[src/rtl/uart_sched_pkg.sv]
// uart_sched_pkg
//   Shared constants for the UART transmit scheduler: FSM state encodings,
//   requester identifiers and the default beacon text.
package uart_sched_pkg;

  localparam logic [1:0] ST_IDLE  = 2'd0;
  localparam logic [1:0] ST_HOLD  = 2'd1;
  localparam logic [1:0] ST_DRAIN = 2'd2;

  localparam logic REQ_SPI = 1'b0;
  localparam logic REQ_MSG = 1'b1;

  localparam int          DEFAULT_MSG_LEN   = 6;
  localparam logic [47:0] DEFAULT_MSG_BYTES = "Test\r\n";

endpackage

[src/rtl/msg_period_timer.sv]
// msg_period_timer
//   Beacon period timer. Counts 0..MSG_PERIOD_CYCLES-1 while enabled; the
//   terminal count either queues a beacon (msg_pending) or, when one is
//   already queued or being sent, reports it as lost (msg_dropped).
// Ports
//   clk, rst      clock, synchronous active-high reset
//   msg_enable    1 = timer runs; 0 = counter held at 0 and pending cleared
//   clear         beacon granted this cycle, consume msg_pending
//   msg_busy      beacon currently being issued
//   msg_pending   beacon waiting for a grant
//   msg_dropped   1-cycle pulse, a tick was lost
module msg_period_timer #(
  parameter int MSG_PERIOD_CYCLES = 200
) (
  input  logic clk,
  input  logic rst,
  input  logic msg_enable,
  input  logic clear,
  input  logic msg_busy,
  output logic msg_pending,
  output logic msg_dropped
);

  localparam int             CW = $clog2(MSG_PERIOD_CYCLES);
  localparam logic [CW-1:0] TC = CW'(MSG_PERIOD_CYCLES - 1);

  logic [CW-1:0] cnt;
  logic          tick;

  assign tick = msg_enable && (cnt == TC);

  always_ff @(posedge clk) begin
    if (rst) begin
      cnt         <= '0;
      msg_pending <= 1'b0;
      msg_dropped <= 1'b0;
    end else begin
      msg_dropped <= 1'b0;
      if (!msg_enable) begin
        cnt         <= '0;
        msg_pending <= 1'b0;
      end else begin
        cnt <= tick ? '0 : cnt + 1'b1;
        if (clear) msg_pending <= 1'b0;
        // A tick coinciding with a grant sees msg_pending still set, so it
        // is reported as a drop and the grant's clear still wins.
        if (tick) begin
          if (msg_pending || msg_busy) msg_dropped <= 1'b1;
          else                         msg_pending <= 1'b1;
        end
      end
    end
  end

endmodule

[src/rtl/uart_tx_scheduler.sv]
// uart_tx_scheduler
//   Round-robin arbiter sharing the uart_tx byte channel between the SPI
//   receive stream and a periodic fixed-text beacon. A beacon is issued as an
//   atomic block; SPI bytes are never interleaved into it.
// Ports
//   clk, rst           clock, synchronous active-high reset
//   msg_enable         1 = beacon timer runs
//   spi_data_ready     spi_slave holds an unread byte
//   spi_received_data  that byte
//   spi_read_ack       1-cycle pulse, SPI byte consumed
//   uart_ready         uart_tx can accept a byte
//   start_uart         1-cycle enqueue pulse to uart_tx
//   uart_data          byte for uart_tx, valid with start_uart
//   msg_busy           beacon granted and not yet fully issued
//   msg_dropped        1-cycle pulse, a beacon tick was lost
//
// state | meaning
// IDLE  | waiting for uart_ready and a request; arbitrates
// HOLD  | one cycle after an issue, lets uart_ready fall
// DRAIN | waiting for uart_tx to accept the next byte
module uart_tx_scheduler
  import uart_sched_pkg::*;
#(
  parameter int                   CLOCK_FREQUENCY   = 27000000,
  parameter int                   MSG_PERIOD_CYCLES = CLOCK_FREQUENCY / 100,
  parameter int                   MSG_LEN           = DEFAULT_MSG_LEN,
  parameter logic [8*MSG_LEN-1:0] MSG_BYTES         = DEFAULT_MSG_BYTES
) (
  input  logic       clk,
  input  logic       rst,
  input  logic       msg_enable,
  input  logic       spi_data_ready,
  input  logic [7:0] spi_received_data,
  output logic       spi_read_ack,
  input  logic       uart_ready,
  output logic       start_uart,
  output logic [7:0] uart_data,
  output logic       msg_busy,
  output logic       msg_dropped
);

  localparam logic [3:0] LAST_IDX = 4'(MSG_LEN - 1);

  logic [1:0] state;
  logic       cur_req;
  logic       last_grant;
  logic [3:0] idx;
  logic       msg_pending;
  logic       idle_ready;
  logic       grant_msg;
  logic       grant_spi;
  logic [7:0] msg_rom [16];

  // Byte k sits at the MSB end first, so the text reads in order.
  for (genvar g = 0; g < 16; g++) begin : g_rom
    if (g < MSG_LEN) begin : g_used
      assign msg_rom[g] = MSG_BYTES[8*(MSG_LEN-g)-1 -: 8];
    end else begin : g_unused
      assign msg_rom[g] = 8'h00;
    end
  end

  assign idle_ready = (state == ST_IDLE) && uart_ready;
  // On a tie the requester that did not win last time is served.
  assign grant_msg  = idle_ready && msg_pending &&
                      (!spi_data_ready || (last_grant == REQ_SPI));
  assign grant_spi  = idle_ready && spi_data_ready && !grant_msg;

  msg_period_timer #(
    .MSG_PERIOD_CYCLES (MSG_PERIOD_CYCLES)
  ) u_timer (
    .clk         (clk),
    .rst         (rst),
    .msg_enable  (msg_enable),
    .clear       (grant_msg),
    .msg_busy    (msg_busy),
    .msg_pending (msg_pending),
    .msg_dropped (msg_dropped)
  );

  always_ff @(posedge clk) begin
    if (rst) begin
      state        <= ST_IDLE;
      cur_req      <= REQ_SPI;
      last_grant   <= REQ_MSG;
      idx          <= 4'd0;
      start_uart   <= 1'b0;
      spi_read_ack <= 1'b0;
      uart_data    <= 8'h00;
      msg_busy     <= 1'b0;
    end else begin
      start_uart   <= 1'b0;
      spi_read_ack <= 1'b0;
      case (state)
        ST_IDLE: begin
          if (grant_spi) begin
            start_uart   <= 1'b1;
            spi_read_ack <= 1'b1;
            uart_data    <= spi_received_data;
            cur_req      <= REQ_SPI;
            state        <= ST_HOLD;
          end else if (grant_msg) begin
            start_uart <= 1'b1;
            uart_data  <= msg_rom[0];
            idx        <= 4'd0;
            msg_busy   <= 1'b1;
            cur_req    <= REQ_MSG;
            state      <= ST_HOLD;
          end
        end
        ST_HOLD: state <= ST_DRAIN;
        ST_DRAIN: begin
          if (uart_ready) begin
            if ((cur_req == REQ_MSG) && (idx < LAST_IDX)) begin
              idx        <= idx + 4'd1;
              start_uart <= 1'b1;
              uart_data  <= msg_rom[idx + 4'd1];
              state      <= ST_HOLD;
            end else begin
              if (cur_req == REQ_MSG) msg_busy <= 1'b0;
              last_grant <= cur_req;
              state      <= ST_IDLE;
            end
          end
        end
        default: state <= ST_IDLE;
      endcase
    end
  end

endmodule

[config.mk]
export PLATFORM = sky130hd
export DESIGN_NAME = uart_tx_scheduler
export DESIGN_NICKNAME = d
export VERILOG_FILES = /design/src/rtl/uart_sched_pkg.sv /design/src/rtl/msg_period_timer.sv /design/src/rtl/uart_tx_scheduler.sv
export SDC_FILE = /design/constraint.sdc
export NUM_CORES = 1
export LEC_CHECK = 0
export ABC_CLOCK_PERIOD_IN_PS = 2200
export CORE_MARGIN = 2
export CORE_UTILIZATION = 54
export DETAILED_ROUTE_END_ITERATION = 8
export GPL_TIMING_DRIVEN = 0
export PLACE_DENSITY = 0.87
export SETUP_SLACK_MARGIN = 0.3
export SLEW_MARGIN = 0
export SYNTH_ARGS = -nofsm -noshare
export SYNTH_HDL_FRONTEND = slang
export SYNTH_SLANG_ARGS = --single-unit
[constraint.sdc]
create_clock -name clk -period 2.2 [get_ports clk]
set_input_delay 0.44 -clock clk [delete_from_list [all_inputs] [get_ports clk]]
set_output_delay 0.44 -clock clk [all_outputs]
set_load 0.1 [all_outputs]
Yosys cells after proc, flatten, opt, wreduce, memory -nomap -nowiden:

Memory sizes are Yosys's and may differ from the RTL's.
Cells that the tools add are included.

* register bits after elaboration: 40
* memory bits (read-only): 128
* input bits: 13
* output and inout bits: 12
* word-level logic and storage cells: 90
* memories kept: 1

Memory list
* (name not given): words 16, width 8, rd ports 1, clocked after Yosys merged registers in 0, wr ports 0, line uart_tx_scheduler.sv:117 `uart_data <= msg_rom[idx + 4'd1];`

* add/sub/neg operators: 2
* $lt $le $gt $ge: 2
* eq/ne operators: 10
* mux-type cells: 34
* bitwise logic cells: 6
* reduce and logical (&&, ||, !) cells: 24

Operator list (number)
* 8-bit 2-to-1 mux: 6
* 19-bit by 1-bit adder with 19-bit output, second input constant: 1
* 19-bit equality test, second input constant: 1
* 1-bit 2-to-1 mux: 16
* 4-bit 2-to-1 mux: 4
* 8-bit one-hot mux with 2 select lines: 1
* 2-bit != test, second input constant: 6
* 4-bit one-hot mux with 2 select lines: 1
* 1-bit logical AND: 7
* 2-bit 2-to-1 mux: 3
* 2-bit one-hot mux with 3 select lines: 1
* 6-bit AND reduction: 1
* 3-bit OR reduction: 2
* 5-bit >= comparator, second input constant: 1
* 1-bit NOT: 5
* 4-bit NOT with 5-bit output: 1
* 5-bit AND reduction: 1
* 4-bit by 1-bit adder with 4-bit output, second input constant: 1
* 4-bit by 3-bit < comparator with 1-bit output, second input constant: 1
* 1-bit one-hot mux with 2 select lines: 2
* 2-bit AND reduction: 2
* 4-bit AND reduction: 1
* 2-bit nonzero test: 2
* 2-bit OR reduction: 2
* other kinds (7): 9

Depth between registers and ports, before layout:

Gate-level depths: netlist of run 1.

* depth in word-level cells: 8
* mapped depth: 8
* mapped depth without buffers: 7

Cells and area by module:

From an unflattened synthesis of run 1, not the netlist that was laid out.

* cell total of the unflattened synthesis: 236
* area total of the unflattened synthesis: 2049.5 um2

Modules (own cells, without submodules)
* uart_tx_scheduler: times used 1, cells an instance 128, area each 1094.8 um2, seq. area each 380.4 um2
* msg_period_timer: times used 1, cells an instance 108, area each 954.7 um2, seq. area each 420.4 um2

Least setup slack after synthesis of run 1:

No wires, ideal clock.

* path type: reg2reg
* start: register idx[0]
* end: register idx[3]
* library setup time: 0.070 ns
* data arrival time: 1.803 ns
* required time: 2.130 ns
* slack: 0.327 ns
* stages on the path, launching flop included: 9
* path buffers: 1
* period minus slack after synthesis: 1.873 ns
* path through: dfxtp_1 inv_1 ha_1 nor2b_1 o31a_1 or2_1 clkbuf_2 or4_1 a21oi_1

* word-level cells in the longest chain between the ends: 4
* elaborated cells between the ends (all ways): 8
* those cells by class: add/sub: 1; order compare: 1; eq/ne: 1; mux: 3; reduce/logical: 2

Ends and longest elaborated chain
* start: declaration: line uart_tx_scheduler.sv:47 `logic [3:0] idx;`
* start signal: assignment: line uart_tx_scheduler.sv:115 `idx <= idx + 4'd1;`
* 4-bit by 1-bit adder with 4-bit output or 4-bit by 3-bit < comparator with 1-bit output (tied branches): line uart_tx_scheduler.sv:115, uart_tx_scheduler.sv:114
* 4-bit 2-to-1 mux or 1-bit logical AND (tied branches): line uart_tx_scheduler.sv:114 `if ((cur_req == REQ_MSG) && (idx < LAST_IDX)) begin`
* 4-bit 2-to-1 mux or 2-bit != test (tied branches)
* 4-bit one-hot mux with 2 select lines or 5-bit AND reduction (tied branches)

Parallel ways exist; a longest one is shown, timed or not. The select of a mux whose other input is x is not followed.
A chain may end at the register's enable or synchronous reset.

Worst setup path in the final report of run 1:

* start: register idx[0]
* end: register uart_data[5]

* word-level cells in the longest chain between the ends: 8
* elaborated cells between the ends (all ways): 12
* those cells by class: add/sub: 1; order compare: 1; eq/ne: 1; mux: 5; bitwise: 1; reduce/logical: 2; memory: 1

Ends and longest elaborated chain
* 4-bit by 1-bit adder with 4-bit output: line uart_tx_scheduler.sv:117
* 4-bit NOT with 5-bit output (not written as such): line uart_tx_scheduler.sv:117
* memory 16 x 8 bit
* 8-bit 2-to-1 mux (not written as such) (2 in series): line uart_tx_scheduler.sv:117
* 8-bit 2-to-1 mux: line uart_tx_scheduler.sv:114
* 8-bit 2-to-1 mux: line uart_tx_scheduler.sv:113 `if (uart_ready) begin`
* 8-bit one-hot mux with 2 select lines: line uart_tx_scheduler.sv:94 `case (state)`
* end signal: assignment: line uart_tx_scheduler.sv:99 `uart_data <= spi_received_data;`
* end signal: assignment: line uart_tx_scheduler.sv:104 `uart_data <= msg_rom[0];`
* end signal: assignment: line uart_tx_scheduler.sv:117
* end: declaration: line uart_tx_scheduler.sv:37 `output logic [7:0] uart_data,`

Parallel ways exist; a longest one is shown, timed or not. The select of a mux whose other input is x is not followed.

==> impl_metrics.ini, run 1 <==
[placement]
io_buffers = 24
place_inst = 297
preCtsSetupSlack_ns = -0.0808
dp_hpwl_mm = 2.86
globalplace.congestion = 0.889

[logic_synthesis]
synth_edf_count = 0
seq_area_frac_synth_pct = 42.2
syn-num-nets = 248
post-synth-top-count-cell = dfxtp_1
ys_top_cells_by_count = dfxtp_1, nor2_1, nand2_1
yosys-top-cells-area = dfxtp_1, nor2_1, ha_1, xnor2_1, xor2_1
yosysTopAreaCellShare_pct = 42.2
synthFlopType = dfxtp_1
ys_types = 42
synth_top_area_cell = dfxtp_1
synthCells = 227
ys_ff_latch = 40
syn-cell-area_um2 = 1900
yosysWarnings = 0
synthArstFlopShare_pct = 0
synth_area_per_cell_um2 = 8.36

[route]
drt-initial-drc-count = 167
ant_nets = 0
drt-vias-per-instance = 5.61
num_vias = 1774
wire_per_inst_um = 15.3
wl_mm = 4.85
dr.pass1.iters = 4
drc_errors = 0

[sta]
worstMarginPinSlew_ns = 0.554
setup_slack_ns = 0.265
rsz0062_at_grt = true
timing.hold.ws_ns = 0.453
min_period_ns = 1.94
finalHoldViolCount = 0
fin_setup_tns_ns = 0
slew_headroom_pct = 63.2
skew_ns = 0.0181
drv_slew = 0
timing.fmax_mhz = 517
fin_crit_sh_pct = 88.0
setup_viol = 0

[clock_network]
cts_hold_buffers = 0
clk_pin_slew_ns = 0.13
cts_buffer_depth = 2
numCtsBuffers = 5
cts-root-buf = clkbuf_4
clk-insertion-delay-late_ns = 0.37
cts_max_level = 2
cts_tree = done
clkSinkCount = 40

[worst_setup_path]
cp-end-kind = flop
rr_worst_depth = 9
crit_type = reg2reg
critical_path.startpoint_type = flop
timing.rr.end = uart_data[5]
arrival_ns = 2.18
cp.required_ns = 2.45
cp_max_fo = 10
rr_startpoint = idx[0]
cp-startpoint = idx[0]
rrSetupSlack_ns = 0.26

[die]
chipWidth_um = 63.3
fp.dieH_um = 63.3
io_pins = 25
die_area_um2 = 4000
rows = 21
core_um2 = 3360
start_util_pct = 56.4

[finish]
diodes = 0
multi_input_area_um2 = 1120
fin_cells = 316
nets = 290
fill_cells = 244
register_area_um2 = 808
areaGrowthSynthToFinish_pct = 30.4
drive_above_1_share_pct = 22.6

[global_route]
antenna_found_initial = 0
grt_max_degree = 14
gr-total-overflow = 0
grt_pass1_vias = 1595
gr-usage-all-layers_pct = 23.0
grt_pass1_wl_mm = 7.09

[worst_hold_path]
min_path_type = reg2reg
hold_depth = 1
hold_end = u_timer.cnt[0]
holdCritStartpoint = u_timer.cnt[0]

[power_and_ir_drop]
ir_drop_mv = 0.317
p_per_area_nw_per_um2 = 554
p_leak_nw = 0.899

[flow_run]
drv_cap = 0

[outcome]
status = complete, no violations
[layout make-up]
type / count / area share, %
Buffer: 7 / 2.22
Multi-Input combinational cell: 171 / 45.3
Tap cell: 46 / 2.33
Inverter: 9 / 1.57
Timing Repair Buffer: 35 / 13.7
Sequential cell: 40 / 32.7
Clock inverter: 3 / 0.758
Clock buffer: 5 / 1.52
[how the worst max path moves through the flow]
stage	cells past startpoint	slack [ns]	to
2_1_floorplan	8	0.33	idx[3]
3_3_place_gp	7	-0.07	idx[3]
3_5_place_dp	7	-0.08	idx[3]
4_1_cts	9	0.27	uart_data[1]
5_1_grt	9	0.17	uart_data[5]
6_report	9	0.26	uart_data[5]
[critical path: stages (launching register included)]
cell and delay [ns]:
dfxtp_4 0.38, inv_4 0.07, ha_4 0.13, nor2b_2 0.04
o31a_1 0.27, buf_4 0.15, o21a_1 0.16, clkbuf_2 0.20
a221oi_1 0.32, nor3_1 0.10
[cell families (layout without fill, tap and decap cells)]
logic type	count (synthesis)	count (layout)	share of synthesized area, %
buffers and inverters	16	59	3.56
flip-flops	40	40	42.2
XOR/XNOR	18	18	8.31
adder cells (fa/ha/maj)	8	8	5.27
multiplexers	3	3	1.58
AND/OR/NAND/NOR	108	108	27.8
AO/OA/AOI/OAI	34	34	11.3
[report_power, final]
| part | total, mW | internal (mW) | switching, mW |
|---|---|---|---|
| sequential | 0.752 | 0.740 | 0.0125 |
| clock | 0.381 | 0.123 | 0.258 |
| combinational | 0.239 | 0.0705 | 0.168 |
[cells in the final DEF, fill, tap and decap left out, types with 3 or more instances in the layout]
cell and n:
buf_4 11, xor2_1 8, ha_1 7, nand2b_1 4
or3_2 3, mux2i_1 3, nand3_1 8, and3_1 4
dfxtp_1 38, nor2_1 36, o21ai_0 6, clkdlybuf4s15_2 12
nor3_1 11, o21a_1 4, clkdlybuf4s50_1 12, inv_1 6
clkbuf_4 6, a21oi_1 10, nor4_1 3, nand4_1 5
nand2_1 18, xnor2_1 9
[stage by stage]
step / power, mW / instance area (um2) / utilization, %
after CTS: 1.36 / 2350 / 69.8
after floorplan: 0.927 / 1900 / -
after detailed placement: 0.995 / 2200 / 65.3
after global placement: 0.992 / 2200 / 65.3
after global routing: 1.43 / 2470 / 73.6
final: 1.37 / 2470 / 73.6
[layer usage]
metal | up-vias | share of wire, % | global-route usage, %
met4 | 0 | 3.1 | 9.51
met5 | - | 0 | 0
met1 | 826 | 41 | 26.6
li1 | 866 | - | -
met3 | 14 | 5.4 | 7.50
met2 | 68 | 50 | 39.0
[flip-flops by register name (all words and copies together), names as in the netlist]
register	flops
state	2
u_timer.msg_pending	1
uart_data	8
cur_req	1
msg_busy	1
u_timer.msg_dropped	1
idx	4
u_timer.cnt	19
start_uart	1
spi_read_ack	1
last_grant	1
[what timing repair did]
| item | in CTS | in global routing |
|---|---|---|
| gates resized for setup | 47 | 25 |
| endpoints found under the setup margin | 33 | 22 |
| hold endpoints to repair | 0 | 0 |
| pin swaps | 2 | 6 |
| setup buffers | 7 | 4 |
Note: power is estimated with default switching activity, not from simulation.
==> run 2, diff against run 1 <==
--- a/config.mk
+++ b/config.mk
@@ -7,10 +7,9 @@
 export LEC_CHECK = 0
 export ABC_CLOCK_PERIOD_IN_PS = 2200
 export CORE_MARGIN = 2
-export CORE_UTILIZATION = 54
+export CORE_UTILIZATION = 30
 export DETAILED_ROUTE_END_ITERATION = 8
 export GPL_TIMING_DRIVEN = 0
-export PLACE_DENSITY = 0.87
 export SETUP_SLACK_MARGIN = 0.3
 export SLEW_MARGIN = 0
 export SYNTH_ARGS = -nofsm -noshare
==> impl_metrics.ini, run 2 (synthesis results as in run 1) <==
[outcome]
status = complete, no violations

[placement]
preCtsSetupSlack_ns = -0.103
io_buffers = 24
dp_hpwl_mm = 3.00
globalplace.congestion = 0.812

[clock_network]
numCtsBuffers = 5
cts_tree = done
clkSinkCount = 40
clk_pin_slew_ns = 0.08
cts_buffer_depth = 2
cts-root-buf = clkbuf_8
clk-insertion-delay-late_ns = 0.29
cts_max_level = 2

[global_route]
grt_pass1_wl_mm = 7.26
grt_max_degree = 13
gr-total-overflow = 0
antenna_found_initial = 0
grt_pass1_vias = 1623
gr-usage-all-layers_pct = 12.7

[flow_run]
drv_cap = 0

[power_and_ir_drop]
p_leak_nw = 0.908
p_per_area_nw_per_um2 = 593
ir_drop_mv = 0.347

[worst_setup_path]
rr_worst_depth = 8
rrSetupSlack_ns = 0.36
arrival_ns = 2.07
timing.rr.end = idx[3]
cp.required_ns = 2.42
cp_max_fo = 5
critical_path.startpoint_type = flop
rr_startpoint = idx[0]
critPathSlowestCell = or4_1
crit_chain = inv_2 > ha_2 > nor2b_1 > o31a_1 > or2_1 > clkbuf_8 > or4_1 > a21oi_1
crit_type = reg2reg
cp-end-kind = flop
cpPeakStageDelay_ns = 0.39

[sta]
slew_headroom_pct = 62.4
worstMarginPinSlew_ns = 0.564
fin_crit_sh_pct = 83.9
skew_ns = 0.00886
setup_viol = 0
setup_slack_ns = 0.355
rsz0062_at_grt = true
min_period_ns = 1.84
timing.fmax_mhz = 542
finalHoldViolCount = 0
drv_slew = 0
fin_setup_tns_ns = 0

[finish]
final_common_cell = dfxtp_1
max_flop_register = u_timer.cnt
nets = 288
diodes = 0
largestRegisters = u_timer.cnt: 19 flops, uart_data: 8 flops, idx: 4 flops
largest_register_ffs = 19
areaGrowthSynthToFinish_pct = 32.1
layout_common_cells = dfxtp_1, nor2_1, nand2_1
drive_above_1_share_pct = 21.6

[die]
rows = 28
fp.dieH_um = 83.5
die_area_um2 = 6980
core_um2 = 6030
io_pins = 25
start_util_pct = 31.5
chipWidth_um = 83.5

[route]
dr.pass1.iters = 4
drt-initial-drc-count = 62
ant_nets = 0
num_vias = 1658
wl_mm = 4.29
wire_per_inst_um = 12.5
drt-vias-per-instance = 4.83
drc_errors = 0

[worst_hold_path]
min_path_type = reg2reg
hold_end = u_timer.cnt[0]
hold_depth = 1
holdCritStartpoint = u_timer.cnt[0]
[run 2: cell count changes in the layout (fill, tap and decap cells not counted), moves of 2 or more]
cell and delta:
clkbuf_8 +6, clkdlybuf4s15_2 -6, clkbuf_2 +5, clkbuf_4 -5
clkdlybuf4s50_1 -2, clkinv_2 -2, ha_2 +2, nor3b_1 +2
nor3b_2 -2
[run 2: worst max-delay path by stage]
| stage | start | end | slack, ns | depth (start not counted) |
|---|---|---|---|---|
| after floorplan | idx[0] | idx[3] | 0.33 | 8 |
| final | idx[0] | idx[3] | 0.36 | 8 |
| after global placement | uart_ready | uart_data[1] | -0.13 | 7 |
| after detailed placement | spi_data_ready | idx[3] | -0.10 | 7 |
| after CTS | msg_busy | msg_busy | 0.25 | 1 |
| after global routing | idx[0] | idx[3] | 0.27 | 8 |
[run 2: per-layer routing]
metal / part of all wire [%] / vias to the layer above / routed length, um / track usage, %
li1: - / 859 / - / -
met1: 48 / 757 / 2060 / 16.0
met4: 2.4 / 0 / 103 / 4.25
met5: 0 / - / 0 / 0
met2: 45 / 32 / 1930 / 20.5
met3: 4.5 / 10 / 192 / 3.96
[run 2: through the flow]
| stage | hold slack, ns | utilization (%) | power (mW) | std cells | instance area, um2 |
|---|---|---|---|---|---|
| finish | 0.448 | 41.6 | 1.49 | 343 | 2510 |
| CTS | 0.442 | 40.4 | 1.50 | 342 | 2440 |
| global placement | 0.428 | 37.0 | 0.996 | 326 | 2230 |
| detailed placement | 0.431 | 37.0 | 0.996 | 326 | 2230 |
| floorplan | 0.413 | - | 0.927 | 227 | 1900 |
| global route | 0.487 | 41.6 | 1.56 | 343 | 2510 |
[run 2: critical path, delay by kind of cell, from the launching register on]
kind | cells | cell delay (ns)
AOI/OAI and AO/OA | 2 | 0.41
adders and majority gates | 1 | 0.15
buffers and inverters | 2 | 0.19
DFF | 1 | 0.35
and+or+nand+nor | 3 | 0.67
[run 2: where the power goes]
| group | switching, mW | total, mW | internal (mW) |
|---|---|---|---|
| clock | 0.244 | 0.499 | 0.255 |
| sequential | 0.0126 | 0.752 | 0.739 |
| combinational | 0.167 | 0.236 | 0.0689 |
| total | 0.424 | 1.49 | 1.06 |
[run 2: area by class of cell]
| class | instances | area [um2] |
|---|---|---|
| plain buffers | 7 | 53.8 |
| clock buffers | 7 | 86.3 |
| clock inverters | 1 | 7.51 |
| fillers | 605 | 3520 |
| inverters | 9 | 36.3 |
| multi-input cells | 171 | 1130 |
| flip-flops and latches | 40 | 808 |
| well taps | 75 | 93.8 |
| repair buffers | 33 | 287 |
[run 2: what timing repair did]
| item | in CTS | in global routing |
|---|---|---|
| resized for setup | 47 | 30 |
| setup endpoints to repair | 33 | 27 |
| hold buffers | 0 | 0 |
| gates cloned | 0 | 0 |
| pin swaps | 7 | 6 |
| setup buffers | 8 | 1 |
